--- src/rtl/pc_pkg.sv ---
// Shared types and constants for the fetch-stage program-counter generator.
package pc_pkg;

    // Next-pc source select, encoded exactly as driven by the control unit.
    typedef enum logic [1:0] {
        SEQ    = 2'd0,
        BRANCH = 2'd1,
        JALR   = 2'd2,
        TRAP   = 2'd3
    } pcsrc_t;

    // Sequential fetch increment (one 32-bit instruction).
    localparam int PC_INC = 4;

endpackage : pc_pkg

--- src/rtl/pc_ras.sv ---
// Return-address stack: circular buffer with a top pointer and a saturating
// entry count. A push into a full stack silently overwrites the oldest entry.
// A push and a pop in the same cycle replace the top entry in place.
module pc_ras #(
    parameter int ADDRESS_WIDTH = 32,
    parameter int RAS_DEPTH     = 4
) (
    input  logic                     clk,
    input  logic                     rst,
    input  logic                     push,
    input  logic                     pop,
    input  logic [ADDRESS_WIDTH-1:0] push_data,
    output logic [ADDRESS_WIDTH-1:0] top,
    output logic                     empty,
    output logic                     full
);

    localparam int PW = $clog2(RAS_DEPTH);
    localparam int CW = PW + 1;

    logic [ADDRESS_WIDTH-1:0] entries [RAS_DEPTH];
    logic [PW-1:0]            ptr;
    logic [CW-1:0]            count;
    logic                     pop_ok;

    assign empty  = (count == '0);
    assign full   = (count == CW'(RAS_DEPTH));
    assign top    = entries[ptr];
    // Popping an empty stack has no effect on pointer or count.
    assign pop_ok = pop && !empty;

    // Pointer and count bookkeeping; count saturates at depth on overflow.
    always_ff @(posedge clk or negedge rst) begin
        if (!rst) begin
            ptr   <= '0;
            count <= '0;
        end else if (push && pop_ok) begin
            ptr   <= ptr;
            count <= count;
        end else if (push) begin
            ptr <= ptr + PW'(1);
            if (!full)
                count <= count + CW'(1);
        end else if (pop_ok) begin
            ptr   <= ptr - PW'(1);
            count <= count - CW'(1);
        end
    end

    // Entry storage; contents are don't-care until written, so no reset.
    always_ff @(posedge clk) begin
        if (push && pop_ok)
            entries[ptr] <= push_data;
        else if (push)
            entries[ptr + PW'(1)] <= push_data;
    end

endmodule : pc_ras

--- src/rtl/pc_gen.sv ---
// Program-counter generator at the head of fetch: four-way next-pc select,
// stall hold, misaligned-redirect trapping and a return-address stack used
// as a prediction source for JALR returns.
module pc_gen
    import pc_pkg::*;
#(
    parameter int                     ADDRESS_WIDTH = 32,
    parameter int                     DATA_WIDTH    = 32,
    parameter logic [ADDRESS_WIDTH-1:0] RESET_VECTOR = '0,
    parameter int                     RAS_DEPTH     = 4
) (
    input  logic                     clk,
    input  logic                     rst,
    input  logic                     stall,
    input  logic [1:0]               PCsrc,
    input  logic [DATA_WIDTH-1:0]    ImmOp,
    input  logic [DATA_WIDTH-1:0]    rs1,
    input  logic [ADDRESS_WIDTH-1:0] trap_vector,
    input  logic                     ras_push,
    input  logic                     ras_pop,
    output logic [ADDRESS_WIDTH-1:0] pc,
    output logic [ADDRESS_WIDTH-1:0] pc_plus4,
    output logic                     misaligned,
    output logic                     ras_empty,
    output logic                     ras_full
);

    logic [ADDRESS_WIDTH-1:0] imm_a;
    logic [ADDRESS_WIDTH-1:0] rs1_a;
    logic [ADDRESS_WIDTH-1:0] branch_tgt;
    logic [ADDRESS_WIDTH-1:0] jalr_tgt;
    logic [ADDRESS_WIDTH-1:0] ras_top;
    logic [ADDRESS_WIDTH-1:0] target;
    logic [ADDRESS_WIDTH-1:0] pc_next;
    logic                     use_ras;
    logic                     check_align;
    logic                     mis_target;
    logic                     push_en;
    logic                     pop_en;

    // Operands are sign-extended or truncated to the address width.
    assign imm_a = ADDRESS_WIDTH'($signed(ImmOp));
    assign rs1_a = ADDRESS_WIDTH'($signed(rs1));

    // Candidate targets and RAS control; all adds wrap modulo 2^ADDRESS_WIDTH.
    always_comb begin
        pc_plus4    = pc + ADDRESS_WIDTH'(PC_INC);
        branch_tgt  = pc + imm_a;
        jalr_tgt    = (rs1_a + imm_a) & ~ADDRESS_WIDTH'(1);
        use_ras     = 1'b0;
        check_align = 1'b0;
        target      = pc_plus4;
        case (pcsrc_t'(PCsrc))
            SEQ:    target = pc_plus4;
            BRANCH: begin
                target      = branch_tgt;
                check_align = 1'b1;
            end
            JALR: begin
                use_ras     = ras_pop && !ras_empty;
                target      = use_ras ? ras_top : jalr_tgt;
                check_align = 1'b1;
            end
            TRAP:   target = trap_vector;
            default: target = pc_plus4;
        endcase
        // Only bit 1 is checked; JALR already clears bit 0.
        mis_target = check_align && target[1];
        pc_next    = mis_target ? trap_vector : target;
        push_en    = ras_push && !stall && !mis_target;
        pop_en     = use_ras && !stall && !mis_target;
    end

    // PC and misaligned-pulse registers; stall freezes pc and masks the pulse.
    always_ff @(posedge clk or negedge rst) begin
        if (!rst) begin
            pc         <= RESET_VECTOR;
            misaligned <= 1'b0;
        end else begin
            misaligned <= !stall && mis_target;
            if (!stall)
                pc <= pc_next;
        end
    end

    pc_ras #(
        .ADDRESS_WIDTH (ADDRESS_WIDTH),
        .RAS_DEPTH     (RAS_DEPTH)
    ) u_ras (
        .clk       (clk),
        .rst       (rst),
        .push      (push_en),
        .pop       (pop_en),
        .push_data (pc_plus4),
        .top       (ras_top),
        .empty     (ras_empty),
        .full      (ras_full)
    );

endmodule : pc_gen

--- config.mk ---
export PLATFORM = sky130hd
export DESIGN_NAME = pc_gen
export DESIGN_NICKNAME = d
export VERILOG_FILES = /design/src/rtl/pc_pkg.sv /design/src/rtl/pc_ras.sv /design/src/rtl/pc_gen.sv
export SDC_FILE = /design/constraint.sdc
export NUM_CORES = 1
export LEC_CHECK = 0
export CAP_MARGIN = 10
export CORE_ASPECT_RATIO = 0.6
export CORE_MARGIN = 10
export CORE_UTILIZATION = 55
export CTS_BUF_LIST = sky130_fd_sc_hd__clkbuf_8
export DETAILED_ROUTE_END_ITERATION = 16
export HOLD_SLACK_MARGIN = 0.02
export PLACE_DENSITY = 0.83
export SLEW_MARGIN = 20
export SYNTH_ARGS = -nofsm -noshare
export SYNTH_HDL_FRONTEND = slang
export SYNTH_SLANG_ARGS = --single-unit
--- constraint.sdc ---
create_clock -name clk -period 7.2 [get_ports clk]
set_input_delay 0.72 -clock clk [delete_from_list [all_inputs] [get_ports clk]]
set_output_delay 0.72 -clock clk [all_outputs]
set_load 0.005 [all_outputs]
==> out/metrics.yaml, run 1 <==
path_clk_slew_ns: 0.10
grt_overflow: 0
gp_congestion: 1.01
ys_async_sr_fraction_pct: 22.9
drc: 0
cp-start-kind: "primary input"
finalClockSkew_ns: 0.0138
seqPwrFrac_pct: 35.0
power.leakage_nw: 5.19
first_iter_violations: 1542
status: "complete, no violations"
grtUsageMet3_pct: 9.10
rsz0062_at_grt: "no"
met2_usage_pct: 41.0
cts_buffers: 17
crit_chain: "clkdlybuf4s50_1 -> ha_1 -> fa_1 -> a221o_1 -> a31oi_4 -> or2_1 -> nand3_4 -> inv_2 -> ha_1 -> nand3_1 -> a21oi_4 -> buf_16"
start_util_pct: 55.6
core-area_sq_mm: 0.0209
syn_inst: 1148
clock_sinks: 166
cp-end-kind: "flip-flop"
grt_util_met1_pct: 38.7
num_rows: 41
grt_start_max_net_pins: 55
clockBufferDepth: 2
min_period_ns: 4.91
arrival_ns: 5.10
syn_area_sq_mm: 0.0116
cts_tree: "done"
die_h_um: 133
crit_slowest_cell: "or2_1"
setup.worst_path.class: "in -> reg"
powerDensity_mw_per_mm2: 294
syn-num-nets: 1324
timing.fmax_ghz: 0.204
clockRootBuffer: "clkbuf_8"
synth.avg_cell_area_sq_um: 10.1
detailedPlacementHpwl_um: 30100
worst_slack_ns: 2.29
fp.dieArea_sq_mm: 0.0275
grt_antenna_before_repair: 0
htreeDepth: 4
vias: 10800
tns_ns: 0
hold_buffers: 0
grt_pass1_vias: 10200
yosysSeqAreaShare_pct: 41.3
grt_use_total_pct: 27.9
postRouteAntennaNets: 0
synth_top_area_share_pct: 33.1
fill_cells: 1590
ys_warn_count: 0
wl_um: 40100
busiest_layer: "met2"
maxCapViolations: 0
die_x_um: 208
tightest_slew_ns: 0.925
synth_ff_type: "edfxtp_1"
ys_types: 77
p_sw_share_pct: 41.5
timing.final.crit_share_pct: 68.2
cp.required_ns: 7.39
vdd_drop_max_mv: 0.215
switching_power_w: 0.00171
slowest_delay_ns: 0.71
combPwrFrac_pct: 48.9
n_antenna_cell: 0
via_per_inst: 6.78
slew_headroom_pct: 38.3
area.growth.synth_to_final_pct: 20.5
finalHoldViolCount: 0
top_level_ports: 170
wl_per_cell_um: 25.2
port-buffer-count: 169
post_cts_buffers: 0
cts_resized: 0
path_common_cell: "ha_1"
yosysTopAreaCell: "edfxtp_1"
slew_violations: 0
pwr-share-clk_pct: 16.2
ys_ff_latch: 166
worstSkewPairLatency_ns: 0.48
dp_slack_ns: 1.65
setup_viol: 0
yosys-top-cells-area: "edfxtp_1, dfrtp_1, ha_1"
drive_gt1_share_pct: 8.31
crit_fanout: 18
hold_class: "in -> async"
firstDrtPassIters: 6
intPower_w: 0.00241
synth_edf_count: 128
grt_pass1_wl_um: 60800
nNetsFinal: 1474
-- state kept, by name, summed over array words and instances, names as in the netlist --
register / count
u_ras.entries: 128
misaligned: 1
u_ras.count: 3
u_ras.ptr: 2
pc: 32
-- synth_stat cells (21+ instances only) --
| master | number |
|---|---|
| edfxtp_1 | 128 |
| nand2_1 | 106 |
| a21oi_1 | 99 |
| nor2_1 | 87 |
| ha_1 | 70 |
| o21ai_0 | 60 |
| clkbuf_1 | 47 |
| xnor2_1 | 43 |
| dfrtp_1 | 38 |
| nand3_1 | 36 |
| mux4_2 | 32 |
| inv_1 | 31 |
| xor2_1 | 27 |
| nor3_1 | 22 |
| a21o_1 | 21 |
-- layer usage --
layer	wire length, um	vias up
met5	0	-
met4	964	0
met3	5230	77
met2	17100	776
met1	16700	5167
li1	-	4759
-- through the flow --
step | total power, W | hold slack, ns | util [%] | std cells | cell area [sq um]
6_report | 0.00411 | 0.235 | 67.0 | 1590 | 14000
5_1_grt | 0.00432 | 0.266 | 67.0 | 1590 | 14000
4_1_cts | 0.00407 | 0.420 | 66.9 | 1589 | 14000
3_5_place_dp | 0.00341 | 0.553 | 65.1 | 1557 | 13600
3_3_place_gp | 0.00339 | 0.537 | 65.0 | 1557 | 13600
2_1_floorplan | 0.00261 | 0.424 | - | 1148 | 11600
-- cell families (layout without fill, tap and decap cells) --
group,Yosys count,after routing,synth area share (%)
buffers and inverters,90,253,3.06
multiplexers,39,39,6.82
adder cells (fa/ha/maj),73,73,8.06
XOR/XNOR,70,70,5.28
flip-flops,166,166,41.3
AO/OA/AOI/OAI,368,368,21.5
AND/OR/NAND/NOR,342,342,14.0
-- power groups by stage --
stage	clock network [W]	registers (W)	logic, W
final	0.000665	0.00144	0.00201
after global placement	0	0.00144	0.00195
after CTS	0.000668	0.00143	0.00198
after floorplan	0	0.00138	0.00123
after detailed placement	0	0.00145	0.00196
after global routing	0.000710	0.00145	0.00216
-- path summary, 6_finish.rpt --
check	from	to	slack (ns)	cells after the start
setup reg to reg	pc[0]$_DFFE_PN0P_	u_ras.entries[0][4]$_DFFE_PP_	2.50	11
hold / removal	rst	pc[31]$_DFFE_PN0N_	0.23	1
max in group asynchronous	rst	u_ras.ptr[0]$_DFFE_PN0P_	6.51	1
min in group clk	u_ras.count[2]$_DFFE_PN0P_	u_ras.count[2]$_DFFE_PN0P_	0.58	1
hold reg to reg	u_ras.count[2]$_DFFE_PN0P_	u_ras.count[2]$_DFFE_PN0P_	0.58	1
setup / recovery	ImmOp[0]	u_ras.entries[0][4]$_DFFE_PP_	2.29	12
-- area by class of cell --
| type | instances | area [sq um] | area share, % |
|---|---|---|---|
| timing repair buffer | 189 | 1850 | 13.2 |
| tap | 279 | 349 | 2.49 |
| sequential | 166 | 4800 | 34.3 |
| clock inverter | 15 | 151 | 1.08 |
| clock buffer | 17 | 234 | 1.67 |
| inverter | 32 | 120 | 0.858 |
| multi-input combinational | 892 | 6490 | 46.4 |
-- placed cells by master (no fill, tap or decap), types with 6 or more instances in the layout --
cell type	count
o21bai_1	10
nor3_1	21
a22oi_1	11
mux2i_1	6
a221oi_1	14
inv_1	31
o21ai_1	7
buf_4	20
edfxtp_1	128
o21ai_0	60
clkbuf_8	17
a21oi_1	97
xor2_1	27
inv_8	7
nand4_1	20
a221o_1	13
a211oi_1	10
xnor2_1	43
a31oi_1	19
clkdlybuf4s50_1	167
or3_1	6
o221ai_1	7
nor4_1	9
o211ai_1	8
nand2_1	106
nand2b_1	6
nand3_1	36
and3_1	18
a21o_1	21
o21a_1	18
mux4_2	32
nor2_1	85
o31ai_1	16
ha_1	70
o22ai_1	6
dfrtp_1	37
-- worst max-delay path, delay by kind of cell --
kind	cells	cell delay, ns
buffers and inverters	3	0.95
adders and majority gates	3	1.00
and+or+nand+nor	3	1.12
AOI/OAI and AO/OA	3	1.28
Power figures use the tool's default switching activity.
==> inputs of run 2 (changes only) <==
--- a/config.mk
+++ b/config.mk
@@ -8,11 +8,11 @@
 export CAP_MARGIN = 10
 export CORE_ASPECT_RATIO = 0.6
 export CORE_MARGIN = 10
-export CORE_UTILIZATION = 55
+export CORE_UTILIZATION = 52
 export CTS_BUF_LIST = sky130_fd_sc_hd__clkbuf_8
 export DETAILED_ROUTE_END_ITERATION = 16
 export HOLD_SLACK_MARGIN = 0.02
-export PLACE_DENSITY = 0.83
+export PLACE_DENSITY = 0.82
 export SLEW_MARGIN = 20
 export SYNTH_ARGS = -nofsm -noshare
 export SYNTH_HDL_FRONTEND = slang
==> constraint.sdc (replaced) <==
create_clock -name clk -period 4.15 [get_ports clk]
set_input_delay 0.415 -clock clk [delete_from_list [all_inputs] [get_ports clk]]
set_output_delay 0.415 -clock clk [all_outputs]
set_load 0.005 [all_outputs]
==> run 2 against run 1 <==
Non-clock buffer count is 21 higher. Total power is 75% higher. Register-to-register slack worse by 2.1 ns. Worst hold slack better by 0.30 ns. Largest cell class unchanged. Critical path type is now reg -> out. Clock-buffer cell count stayed put. Critical endpoint is now pc_plus4[30]. Highest routed layer unchanged. Die area is 5.0% higher. Global-route usage is 0.46 points lower.
==> out/metrics.yaml, run 2 (synthesis results as in run 1) <==
cts_tree: "done"
final_cell_area_sq_mm: 0.0142  # +1.3%
grt_start_max_net_pins: 55  # unchanged
drc: 0  # unchanged
finalHoldViolCount: 0  # unchanged
vdd_drop_max_mv: 0.400  # +86%
min_period_ns: 4.00
p_sw_share_pct: 40.9  # -0.63 points
grt_overflow: 0  # unchanged
timing.final.crit_share_pct: 96.3
wl_per_cell_um: 24.9  # -1.4%
first_iter_violations: 1608  # +4.3%
crit_chain: "ha_1 -> and2_1 -> and4_1 -> nand3_1 -> or3_1 -> xnor2_2 -> clkdlybuf4s50_1"
timing.fmax_ghz: 0.250
crit_buf_inv: 1  # -2
nNetsFinal: 1495  # +1.4%
top_level_ports: 170  # unchanged
largest_register_ffs: 128  # unchanged
dpl-instance-area_sq_mm: 0.0138  # +1.5%
largest_registers: "u_ras.entries: 128 flops, pc: 32 flops, u_ras.count: 3 flops"
vias: 10900  # +1.5%
die_x_um: 213  # +2.6%
grt_antenna_before_repair: 1  # +1
hold_class: "in -> async"
cp-end-kind: "output pin"
clockRootBuffer: "clkbuf_8"
detailedPlacementHpwl_um: 30600  # +1.5%
cp-start-kind: "flip-flop"
grt_pass1_vias: 10500  # +2.7%
clockBufferDepth: 2  # unchanged
final_util_pct: 64.4  # -2.6 points
final_common_cell: "clkdlybuf4s50_1"
htreeDepth: 4  # unchanged
power.leakage_nw: 5.30  # +2.0%
via_per_inst: 6.76  # -0.34%
status: "complete, no violations"
crit_slowest_cell: "dfrtp_1"
tightest_slew_ns: 1.05  # +0.120 ns
critical-path-top-delay-family: "simple AND/OR/NAND/NOR gates"
grt_pass1_wl_um: 61000  # +0.37%
fp.dieArea_sq_mm: 0.0289  # +5.0%
drive_gt1_share_pct: 9.61  # +1.3 points
slew_headroom_pct: 30.3  # -8.0 points
cp.required_ns: 3.73  # -3.66 ns
clock_sinks: 166  # unchanged
gp_congestion: 0.995  # -1.2%
wl_um: 40200  # +0.44%
rsz0062_at_grt: "no"
start_util_pct: 52.7  # -2.9 points
firstDrtPassIters: 6  # unchanged
slew_violations: 0  # unchanged
power.total_w: 0.00719  # +75%
area.growth.synth_to_final_pct: 22.1
die_h_um: 136  # +2.4%
intPower_w: 0.00425  # +77%
crit_fanout: 9  # -9
setup.worst_path.class: "reg -> out"
layout_common_cells: "clkdlybuf4s50_1, edfxtp_1, nand2_1"
switching_power_w: 0.00294  # +72%
worstSkewPairLatency_ns: 0.47  # about the same
maxCapViolations: 0  # unchanged
setup_viol: 0  # unchanged
largest-register: "u_ras.entries"
slowest_delay_ns: 0.60  # -0.11 ns
path_clk_slew_ns: 0.11  # about the same
seqPwrFrac_pct: 34.6  # -0.4 points
postRouteAntennaNets: 0  # unchanged
arrival_ns: 3.58  # -1.52 ns
pwr-share-clk_pct: 15.9  # -0.3 points
tns_ns: 0  # unchanged
port-buffer-count: 169  # unchanged
num_rows: 42  # +2.4%
cts_buffers: 17  # unchanged
finalClockSkew_ns: 0.0185  # +0.00473 ns
grt_use_total_pct: 27.4  # -0.46 points
powerDensity_mw_per_mm2: 507  # +73%
core-area_sq_mm: 0.0220  # +5.5%
combPwrFrac_pct: 49.5  # +0.6 points
==> run 2: cell count changes in the layout (fill, tap and decap cells not counted), moves of 2 or more <==
cell / previous run / this run
clkinvlp_4: 1 / 4
buf_12: 0 / 2
inv_8: 7 / 3
buf_4: 20 / 38
==> run 2: final cells by class <==
| class | instances | area [sq um] |
|---|---|---|
| fillers | 1751 | 7840 |
| diodes | 1 | 2.50 |
| flip-flops and latches | 166 | 4800 |
| repair buffers | 210 | 2020 |
| clock buffers | 17 | 234 |
| inverters | 32 | 120 |
| well taps | 286 | 358 |
| multi-input cells | 892 | 6510 |
| clock inverters | 15 | 146 |
==> run 2: stage by stage <==
step                      cells  hold slack (ns)  setup slack [ns]
after floorplan            1148            0.119             0.132
after global placement     1585            0.517             0.227
after detailed placement   1585            0.518             0.121
after CTS                  1618            0.542             0.125
after global routing       1619            0.577            0.0437
final                      1619            0.538             0.154
==> run 2: power groups by stage <==
stage                     clock, W  combinational (W)  sequential, W
final                      0.00114            0.00356        0.00249
after global routing       0.00123            0.00382        0.00251
after CTS                  0.00115            0.00350        0.00247
after detailed placement         0            0.00348        0.00251
after global placement           0            0.00341        0.00250
after floorplan                  0            0.00216        0.00239
==> run 2: metal layers <==
| metal | part of all wire [%] | vias to the layer above | wire [um] | GRT usage (%) |
|---|---|---|---|---|
| li1 | - | 4798 | - | - |
| met1 | 40 | 5173 | 16000 | 37.8 |
| met2 | 42 | 851 | 16900 | 39.7 |
| met3 | 15 | 116 | 5910 | 8.80 |
| met4 | 3.5 | 0 | 1410 | 9.71 |
| met5 | 0 | - | 0 | 0 |
==> run 2: final timing paths <==
| check | from | end | slack, ns | cells past startpoint |
|---|---|---|---|---|
| setup / recovery | pc[2]$_DFFE_PN0N_ | pc_plus4[30] | 0.15 | 7 |
| hold reg to reg | u_ras.count[2]$_DFFE_PN0P_ | u_ras.count[2]$_DFFE_PN0P_ | 0.55 | 1 |
| hold / removal | rst | pc[31]$_DFFE_PN0N_ | 0.54 | 3 |
| min in group clk | u_ras.count[2]$_DFFE_PN0P_ | u_ras.count[2]$_DFFE_PN0P_ | 0.55 | 1 |
| max in group asynchronous | rst | u_ras.ptr[0]$_DFFE_PN0P_ | 3.16 | 3 |
| setup reg to reg | pc[0]$_DFFE_PN0P_ | u_ras.entries[0][0]$_DFFE_PP_ | 0.42 | 11 |
==> run 2: timing repair <==
action,CTS,global route
setup endpoints to repair,0,1
hold buffers,1,0
setup buffers,0,0
resized for setup,0,1
endpoints found under the hold margin,6,0
==> run 2: worst min-delay path: cells and delay by family <==
family	cells	cell delay, ns
buffers and inverters	3	1.07
==> RTL edit (config.mk and constraints of run 2) <==
`RAS_DEPTH` is set to 4 in 2 places; all go to 16.
--- a/src/rtl/pc_ras.sv
+++ b/src/rtl/pc_ras.sv
@@ -3,7 +3,7 @@
 // A push and a pop in the same cycle replace the top entry in place.
 module pc_ras #(
     parameter int ADDRESS_WIDTH = 32,
-    parameter int RAS_DEPTH     = 4
+    parameter int RAS_DEPTH     = 16
 ) (
     input  logic                     clk,
     input  logic                     rst,
--- a/src/rtl/pc_gen.sv
+++ b/src/rtl/pc_gen.sv
@@ -7,7 +7,7 @@
     parameter int                     ADDRESS_WIDTH = 32,
     parameter int                     DATA_WIDTH    = 32,
     parameter logic [ADDRESS_WIDTH-1:0] RESET_VECTOR = '0,
-    parameter int                     RAS_DEPTH     = 4
+    parameter int                     RAS_DEPTH     = 16
 ) (
     input  logic                     clk,
     input  logic                     rst,
Check against the original RTL: no difference found for any inputs over 4 cycles, from zero or initial values and one cycle with rst low; that may be too few to reach the edited logic, so the function may still have changed.
==> RTL edit against run 2 <==
Worst setup slack lost 48 ps. Register-to-register slack lost 290 ps. Core utilization shrank 2.5 points. Combinational power grew 110%. Cell count grew 71%. Total power grew to 2.6 times the old value. Final area grew 120%. Fmax shrank 1.2%. Synthesized area grew 130%. Non-clock buffer count grew 85. Sequential cell count grew 388. Wire length grew 100%. Synthesized cell count grew 53%. Critical path type unchanged.
==> RTL edit: results (changes against run 2) <==
INFO  metric cp_data_arrival_time = 3630 ps (+50 ps)
INFO  metric run_status = finished, final reports clean
INFO  metric grt_first_pass_wirelength = 122,000 um (+100%)
INFO  metric synth_async_sr_flop_share = 0.0758 (-0.153)
INFO  metric routed.top_layer = met5
INFO  metric final-nonclk-buf-share = 0.0929 (-0.0493)
INFO  metric clock_sink_count = 554 (+230%)
INFO  metric worst_skew_pair.late_latency = 650 ps (+180 ps)
INFO  metric leakagePower = 10.8 nW (+100%)
INFO  metric fillers = 3,645 (+110%)
INFO  metric gr-usage-all-layers = 0.264 (-0.0104)
INFO  metric synth-seq-area-share = 0.614 (+0.201)
INFO  metric cts.reportedPaths.clkPinSlew = 80 ps (-30 ps)
INFO  metric wire_per_inst = 29.7 um (+20%)
INFO  metric area_of_combinational_cells_with_multiple_inputs = 9840 um^2 (+51%)
INFO  metric route.detailed.vias_per_inst = 6.62 (-2.0%)
INFO  metric timing.critical_path.slowest_stage_cell = sky130_fd_sc_hd__clkdlybuf4s50_1
INFO  metric groute.layer.met2.usage = 0.384 (-0.0132)
INFO  metric slew-limit-headroom = 0.376 (+0.0726)
INFO  metric synth.net_count = 1,935 (+46%)
INFO  metric drt_pre_antenna_iters = 8 (+2)
INFO  metric num-clock-buffers = 74 (+57)
INFO  metric clock_cell_area_share = 0.0420 (+0.0152)
INFO  metric num-nonclk-buffers = 295 (+40%)
INFO  metric ys_top_cells_by_area = sky130_fd_sc_hd__edfxtp_1, sky130_fd_sc_hd__mux4_2, sky130_fd_sc_hd__dfrtp_1, sky130_fd_sc_hd__ha_1, sky130_fd_sc_hd__xnor2_1
INFO  metric yosys-top-cells-count = sky130_fd_sc_hd__edfxtp_1, sky130_fd_sc_hd__mux4_2, sky130_fd_sc_hd__nand2_1, sky130_fd_sc_hd__a21oi_1, sky130_fd_sc_hd__o21ai_0
INFO  metric grt_use_met1 = 0.377 (-0.000842)
INFO  metric routabilityCongestion = 1.02 (+3.0%)
INFO  metric dpl.cell_count = 2,647 (+67%)
INFO  metric pin_count_of_the_biggest_net_entering_global_routing = 66 (+20%)
INFO  metric seq-cell-share = 0.521 (+0.183)
INFO  metric route.layer.met1.wl = 33,100 um (+110%)
INFO  metric netlist-cell-type-count = 87 (+13%)
INFO  metric final_net_count = 2,212 (+48%)
INFO  metric cts_inserted_buffers = 73 (+56)
INFO  metric hpwlAfterDp = 60,500 um (+98%)
INFO  metric setup_viol = 0 (unchanged)
INFO  metric reg2reg_slack = 130 ps (-290 ps)
INFO  metric final.setup_skew = 43.3 ps (+24.8 ps)
INFO  metric multi_input_gates = 1,066 (+20%)
INFO  metric routed-wl-met3 = 10,900 um (+84%)
INFO  metric inverters_excl_clock = 40 (+25%)
INFO  metric max_stage_delay = 650 ps (+50 ps)
INFO  metric antenna_found_initial = 0 (-1)
INFO  metric number_of_standard_cells_in_the_final_layout_excluding_fillers = 2,773 (+71%)
INFO  metric synth-edff-count = 512 (+300%)
## RTL edit: critical path: cells and delay by family, from the launching register on
kind / cells / cell delay (ps)
xor gates and xnor gates: 1 / 600
adders and majority gates: 1 / 330
buffers and inverters: 2 / 930
DFF: 1 / 580
and+or+nand+nor: 3 / 520
## RTL edit: power breakdown
part	internal (W)	switching, W	leakage (nW)
clock network	0.00181	0.00206	0.735
logic	0.00326	0.00435	4.91
registers	0.00698	0.000415	5.15
## RTL edit: per-stage QoR
step           TNS, ps  hold WS (ps)  setup slack (ps)  utilization  instance area, um^2
2_1_floorplan   -35290           119              -185            -                26900
3_3_place_gp    -62690           486              -335        0.593                30200
3_5_place_dp    -87570           490              -422        0.593                30200
4_1_cts              0           321              65.0        0.620                31600
5_1_grt              0           381              16.7        0.620                31600
6_report             0           368               106        0.620                31600
## RTL edit: worst paths after layout
kind | end | cells past startpoint | startpoint
min | u_ras.count[1]$_DFFE_PN0P_ | 2 | rst
max in group asynchronous | pc[0]$_DFFE_PN0P_ | 3 | rst
max reg2reg | u_ras.entries[10][21]$_DFFE_PP_ | 16 | pc[0]$_DFFE_PN0P_
max | pc_plus4[18] | 7 | pc[3]$_DFFE_PN0N_
min reg2reg | u_ras.count[0]$_DFFE_PN0P_ | 1 | u_ras.count[0]$_DFFE_PN0P_
min in group clk | pc[12]$_DFFE_PN0N_ | 5 | stall
## RTL edit: what timing repair did
item	CTS	global route
endpoints found under the hold margin	25	0
gates resized for setup	0	2
hold buffers	1	0
endpoints found under the setup margin	0	128
## RTL edit: logic make-up after synthesis
logic type               synth area share
flip-flops                          0.614
AO/OA/AOI/OAI                      0.0993
AND/OR/NAND/NOR                    0.0621
multiplexers                        0.139
buffers and inverters              0.0237
adder cells (fa/ha/maj)            0.0378
XOR/XNOR                           0.0242
